**src/rtl/rr_grant_arbiter_pkg.sv**
```systemverilog
// Shared definitions for the round-robin grant arbiter: FSM state encoding
// and the grant-index width helper.
package rr_grant_arbiter_pkg;

   typedef enum logic {
      IDLE = 1'b0,
      HOLD = 1'b1
   } arb_state_t;

   // Width of a binary index into n requesters (never narrower than 1 bit).
   function automatic int unsigned idx_width(input int unsigned n);
      return (n > 1) ? $clog2(n) : 1;
   endfunction

endpackage

```
**src/rtl/rr_priority_pick.sv**
```systemverilog
// Pointer-relative one-hot pick: first set req bit at or above the one-hot
// ptr, wrapping from the top bit back to bit 0.
module rr_priority_pick #(
   parameter int unsigned NINPUTS = 4
) (
   input  logic [NINPUTS-1:0] req,
   input  logic [NINPUTS-1:0] ptr,
   output logic [NINPUTS-1:0] pick
);

   logic [NINPUTS-1:0] upper_req;
   logic [NINPUTS-1:0] upper_pick;
   logic [NINPUTS-1:0] lower_pick;

   // Requests at or above the pointer win first; otherwise wrap to the lowest.
   always_comb begin
      upper_req  = req & ~(ptr - NINPUTS'(1));
      upper_pick = upper_req & (~upper_req + NINPUTS'(1));
      lower_pick = req & (~req + NINPUTS'(1));
      pick       = (|upper_req) ? upper_pick : lower_pick;
   end

endmodule

```
**src/rtl/rr_grant_arbiter.sv**
```systemverilog
// Round-robin arbiter with a registered, held one-hot grant and a
// valid/ready accept handshake; back-to-back grants on accept.
module rr_grant_arbiter
   import rr_grant_arbiter_pkg::*;
#(
   parameter int unsigned NINPUTS = 4
) (
   input  logic                              clk,
   input  logic                              reset,
   input  logic [NINPUTS-1:0]                req,
   output logic [NINPUTS-1:0]                grant,
   output logic                              grant_valid,
   input  logic                              grant_ready,
   output logic [idx_width(NINPUTS)-1:0]     grant_idx
);

   localparam int unsigned IW = idx_width(NINPUTS);

   arb_state_t         state_q, state_d;
   logic [NINPUTS-1:0] ptr_q, ptr_d;
   logic [NINPUTS-1:0] grant_q, grant_d;
   logic [IW-1:0]      idx_q, idx_d;
   logic [NINPUTS-1:0] pick_ptr;
   logic [NINPUTS-1:0] pick;
   logic [IW-1:0]      pick_idx;

   // On accept the search starts just above the current winner.
   always_comb begin
      pick_ptr = ptr_q;
      if (state_q == HOLD) begin
         pick_ptr = {grant_q[NINPUTS-2:0], grant_q[NINPUTS-1]};
      end
   end

   rr_priority_pick #(
      .NINPUTS(NINPUTS)
   ) u_pick (
      .req (req),
      .ptr (pick_ptr),
      .pick(pick)
   );

   // Binary encode of the one-hot pick.
   always_comb begin
      pick_idx = '0;
      for (int unsigned i = 0; i < NINPUTS; i++) begin
         if (pick[IW'(i)]) begin
            pick_idx = pick_idx | IW'(i);
         end
      end
   end

   always_comb begin
      state_d = state_q;
      ptr_d   = ptr_q;
      grant_d = grant_q;
      idx_d   = idx_q;
      case (state_q)
         IDLE: begin
            if (|req) begin
               grant_d = pick;
               idx_d   = pick_idx;
               state_d = HOLD;
            end
         end
         HOLD: begin
            if (grant_ready) begin
               ptr_d = pick_ptr;
               if (|req) begin
                  grant_d = pick;
                  idx_d   = pick_idx;
               end else begin
                  grant_d = '0;
                  idx_d   = '0;
                  state_d = IDLE;
               end
            end
         end
         default: begin
            state_d = IDLE;
         end
      endcase
   end

   always_ff @(posedge clk) begin
      if (reset) begin
         state_q <= IDLE;
         ptr_q   <= NINPUTS'(1);
         grant_q <= '0;
         idx_q   <= '0;
      end else begin
         state_q <= state_d;
         ptr_q   <= ptr_d;
         grant_q <= grant_d;
         idx_q   <= idx_d;
      end
   end

   assign grant       = grant_q;
   assign grant_idx   = idx_q;
   assign grant_valid = (state_q == HOLD);

endmodule

```
**config.mk**
```make
export PLATFORM = sky130hd
export DESIGN_NAME = rr_grant_arbiter
export DESIGN_NICKNAME = d
export VERILOG_FILES = /design/src/rtl/rr_grant_arbiter_pkg.sv /design/src/rtl/rr_priority_pick.sv /design/src/rtl/rr_grant_arbiter.sv
export SDC_FILE = /design/constraint.sdc
export NUM_CORES = 1
export LEC_CHECK = 0
export ABC_AREA = 0
export ABC_CLOCK_PERIOD_IN_PS = 5800
export CORE_UTILIZATION = 52
export DETAILED_ROUTE_END_ITERATION = 7
export PLACE_DENSITY_LB_ADDON = 0.05
export SLEW_MARGIN = 20
export SYNTH_ARGS = -nofsm -noshare
export SYNTH_HDL_FRONTEND = slang
export SYNTH_SLANG_ARGS = --single-unit
```
**constraint.sdc**
```tcl
create_clock -name clk -period 5.8 [get_ports clk]
set_clock_uncertainty 0.15 [all_clocks]
set_input_delay 1.16 -clock clk [delete_from_list [all_inputs] [get_ports clk]]
set_output_delay 1.16 -clock clk [all_outputs]
set_load 0.01 [all_outputs]
```
==> reports/metrics.yaml <==
hold_depth: 2
syn_avg_cell_area_sq_um: 9.523
cp-end-kind: "flop"
antenna_found_initial: 0
wl_mm: 1.475
finalCritPeriodShare_pct: 50.87
crit_chain: "clkdlybuf4s50_1, nor4_2, nor2b_1, a21oi_1, nand2_1, a31oi_2"
drt-vias-per-instance: 6.020
io_buffers: 13
critPathKind: "primary input to flop"
whs_endpoint: "ptr_q[3]"
cts_tree: "built"
start_util_pct: 58.55
min_from: "ptr_q[3]"
routedWlPerCell_microns: 14.75
syn_nets: 80
cts_setup_buffers: 0
grt_first_pass_wirelength_mm: 2.421
syn_inst: 72
critPathRequiredTime_ns: 5.83
ys_async_sr_fraction_pct: 0
cp_slowest_cell: "clkdlybuf4s50_1"
place_hpwl_mm: 1.123
rsz0062_at_grt: "false"
insertedDiodeCount: 0
clkLatencyLatePin_ns: 0.26
reg2reg_setup_slack_ns: 3.45
cts_root_buf: "clkbuf_4"
status: "complete, no violations"
grt_usage_pct: 23.74
drc: 0
die_h_microns: 38.31
path_max_fanout: 8
ctsResizeCount: 0
num_vias: 602
ioPinCount: 14
max_cap_violations: 0
p_leak_nw: 0.3029
seq_area_frac_synth_pct: 32.12
r2r-end: "grant_idx[1]"
final_layout_size_suffix_gt1_share_pct: 17.44
tns_ns: 0
hold_path.class: "flop to flop"
ir_drop_mv: 0.2219
holdWs_ns: 0.3084
row_count: 12
cts_buffer_depth: 2
worst_pin_slew_ns: 0.5935
hold_violations: 0
critPathMaxStageDelay_ns: 0.59
area_growth_pct: 22.45
worstSetupStartpointType: "primary input"
power_uw: 195.6
grt_pass1_vias: 553
r2r-start: "grant_valid"
drv_slew: 0
dieArea_sq_mm: 0.001468
die_w_microns: 38.31
gr-total-overflow: 0
drt_pass1_iterations: 4
fp.coreArea_sq_mm: 0.001171
gp_congestion: 0.7351
final_cell_mix: "clkdlybuf4s50_1 (13), dfxtp_1 (11), nand2_1 (10)"
htreeDepth: 1
fin_crit_ns: 2.951
powerDensity_mw_per_mm2: 233.0
final_common_cell: "clkdlybuf4s50_1"
fin_nets: 95
drt-initial-drc-count: 12
ant_nets: 0
synth_edf_count: 0
yosysWarningCount: 0
ys.flop_type: "dfxtp_1"
cts_buffers: 3
fin_util_pct: 71.69
grt_start_max_net_pins: 15
slew_headroom_pct: 59.87
crit_buf_inv: 1
hold_buffers: 0
clock.fmax_ghz: 0.3389
cts_sinks: 11
synth_area_sq_um: 685.7
r2r_cells: 6
setup_violations: 0
crit_arrival_ns: 2.98
synth.distinct_cells: 35
synth_seq_cells: 11
clkTransAtPathRegs_ns: 0.07
path_delay_family: "simple AND/OR/NAND/NOR gates"
==> where the power goes <==
group          leakage, nW  internal (mW)  total [mW]  switching [mW]
registers           0.0902         0.0814      0.0883         0.00691
clock network       0.0150         0.0266      0.0500          0.0234
logic                0.198         0.0302      0.0573          0.0271
==> state kept, by name, indices dropped and copies added, names as in the netlist <==
register     count
ptr_q            4
grant_valid      1
grant            4
grant_idx        2
==> cells in the mapped netlist (2+ instances only) <==
master / count / area [sq um]
nor2_1: 2 / 7.510
nor4b_1: 2 / 17.52
mux2_4: 2 / 30.03
nand4_1: 2 / 12.51
mux2i_1: 2 / 20.02
dfxtp_1: 11 / 220.2
nand3_1: 4 / 20.02
a21oi_1: 9 / 45.04
nand2b_1: 2 / 12.51
nand2_1: 10 / 37.54
nand3b_1: 2 / 15.01
==> kinds of logic (layout without fill, tap and decap cells) <==
| logic type | Yosys count | count (layout) | share of synthesized area, % |
|---|---|---|---|
| flip-flops | 11 | 11 | 32.12 |
| adder cells (fa/ha/maj) | 1 | 1 | 1.825 |
| AND/OR/NAND/NOR | 33 | 33 | 29.20 |
| AO/OA/AOI/OAI | 18 | 18 | 24.45 |
| buffers and inverters | 4 | 18 | 3.465 |
| multiplexers | 5 | 5 | 8.942 |
==> per-stage QoR <==
step                      area [sq um]  cells  setup WS [ns]
after global routing             839.6    100          2.649
final                            839.6    100          2.849
after CTS                        839.6    100          2.873
after detailed placement         813.3     96          2.600
after global placement           813.3     96          2.729
after floorplan                  685.7     72          3.299
==> area by class of cell <==
cell class / count / area (sq um)
fill: 96 / 331.6
clock buffer: 4 / 26.28
sequential: 11 / 220.2
tap: 14 / 17.52
inverter: 1 / 3.754
multi-input combinational: 57 / 441.7
timing repair buffer: 13 / 130.1
==> how the worst max path moves through the flow <==
stage | from | end | slack (ns) | cells past startpoint
2_1_floorplan | req[0] | grant_idx[1] | 3.30 | 6
6_report | req[0] | grant_idx[1] | 2.85 | 6
4_1_cts | req[0] | grant_idx[1] | 2.87 | 6
3_3_place_gp | req[0] | grant_idx[1] | 2.73 | 6
5_1_grt | req[0] | grant_idx[1] | 2.65 | 6
3_5_place_dp | req[0] | grant_idx[1] | 2.60 | 6
==> layer usage <==
layer | vias up | track usage [%] | routed length [microns]
met5 | - | 0 | 0
met4 | 0 | 5.357 | 0
met3 | 0 | 3.488 | 67
met2 | 19 | 37.71 | 682
met1 | 282 | 33.70 | 725
li1 | 301 | - | -
==> tightest hold or removal path, cell delays in order (launching register included) <==
cell,delay [ns]
dfxtp_1,0.31
nand2_1,0.05
a21oi_1,0.05
No activity file was read; power rests on OpenSTA's default activity.
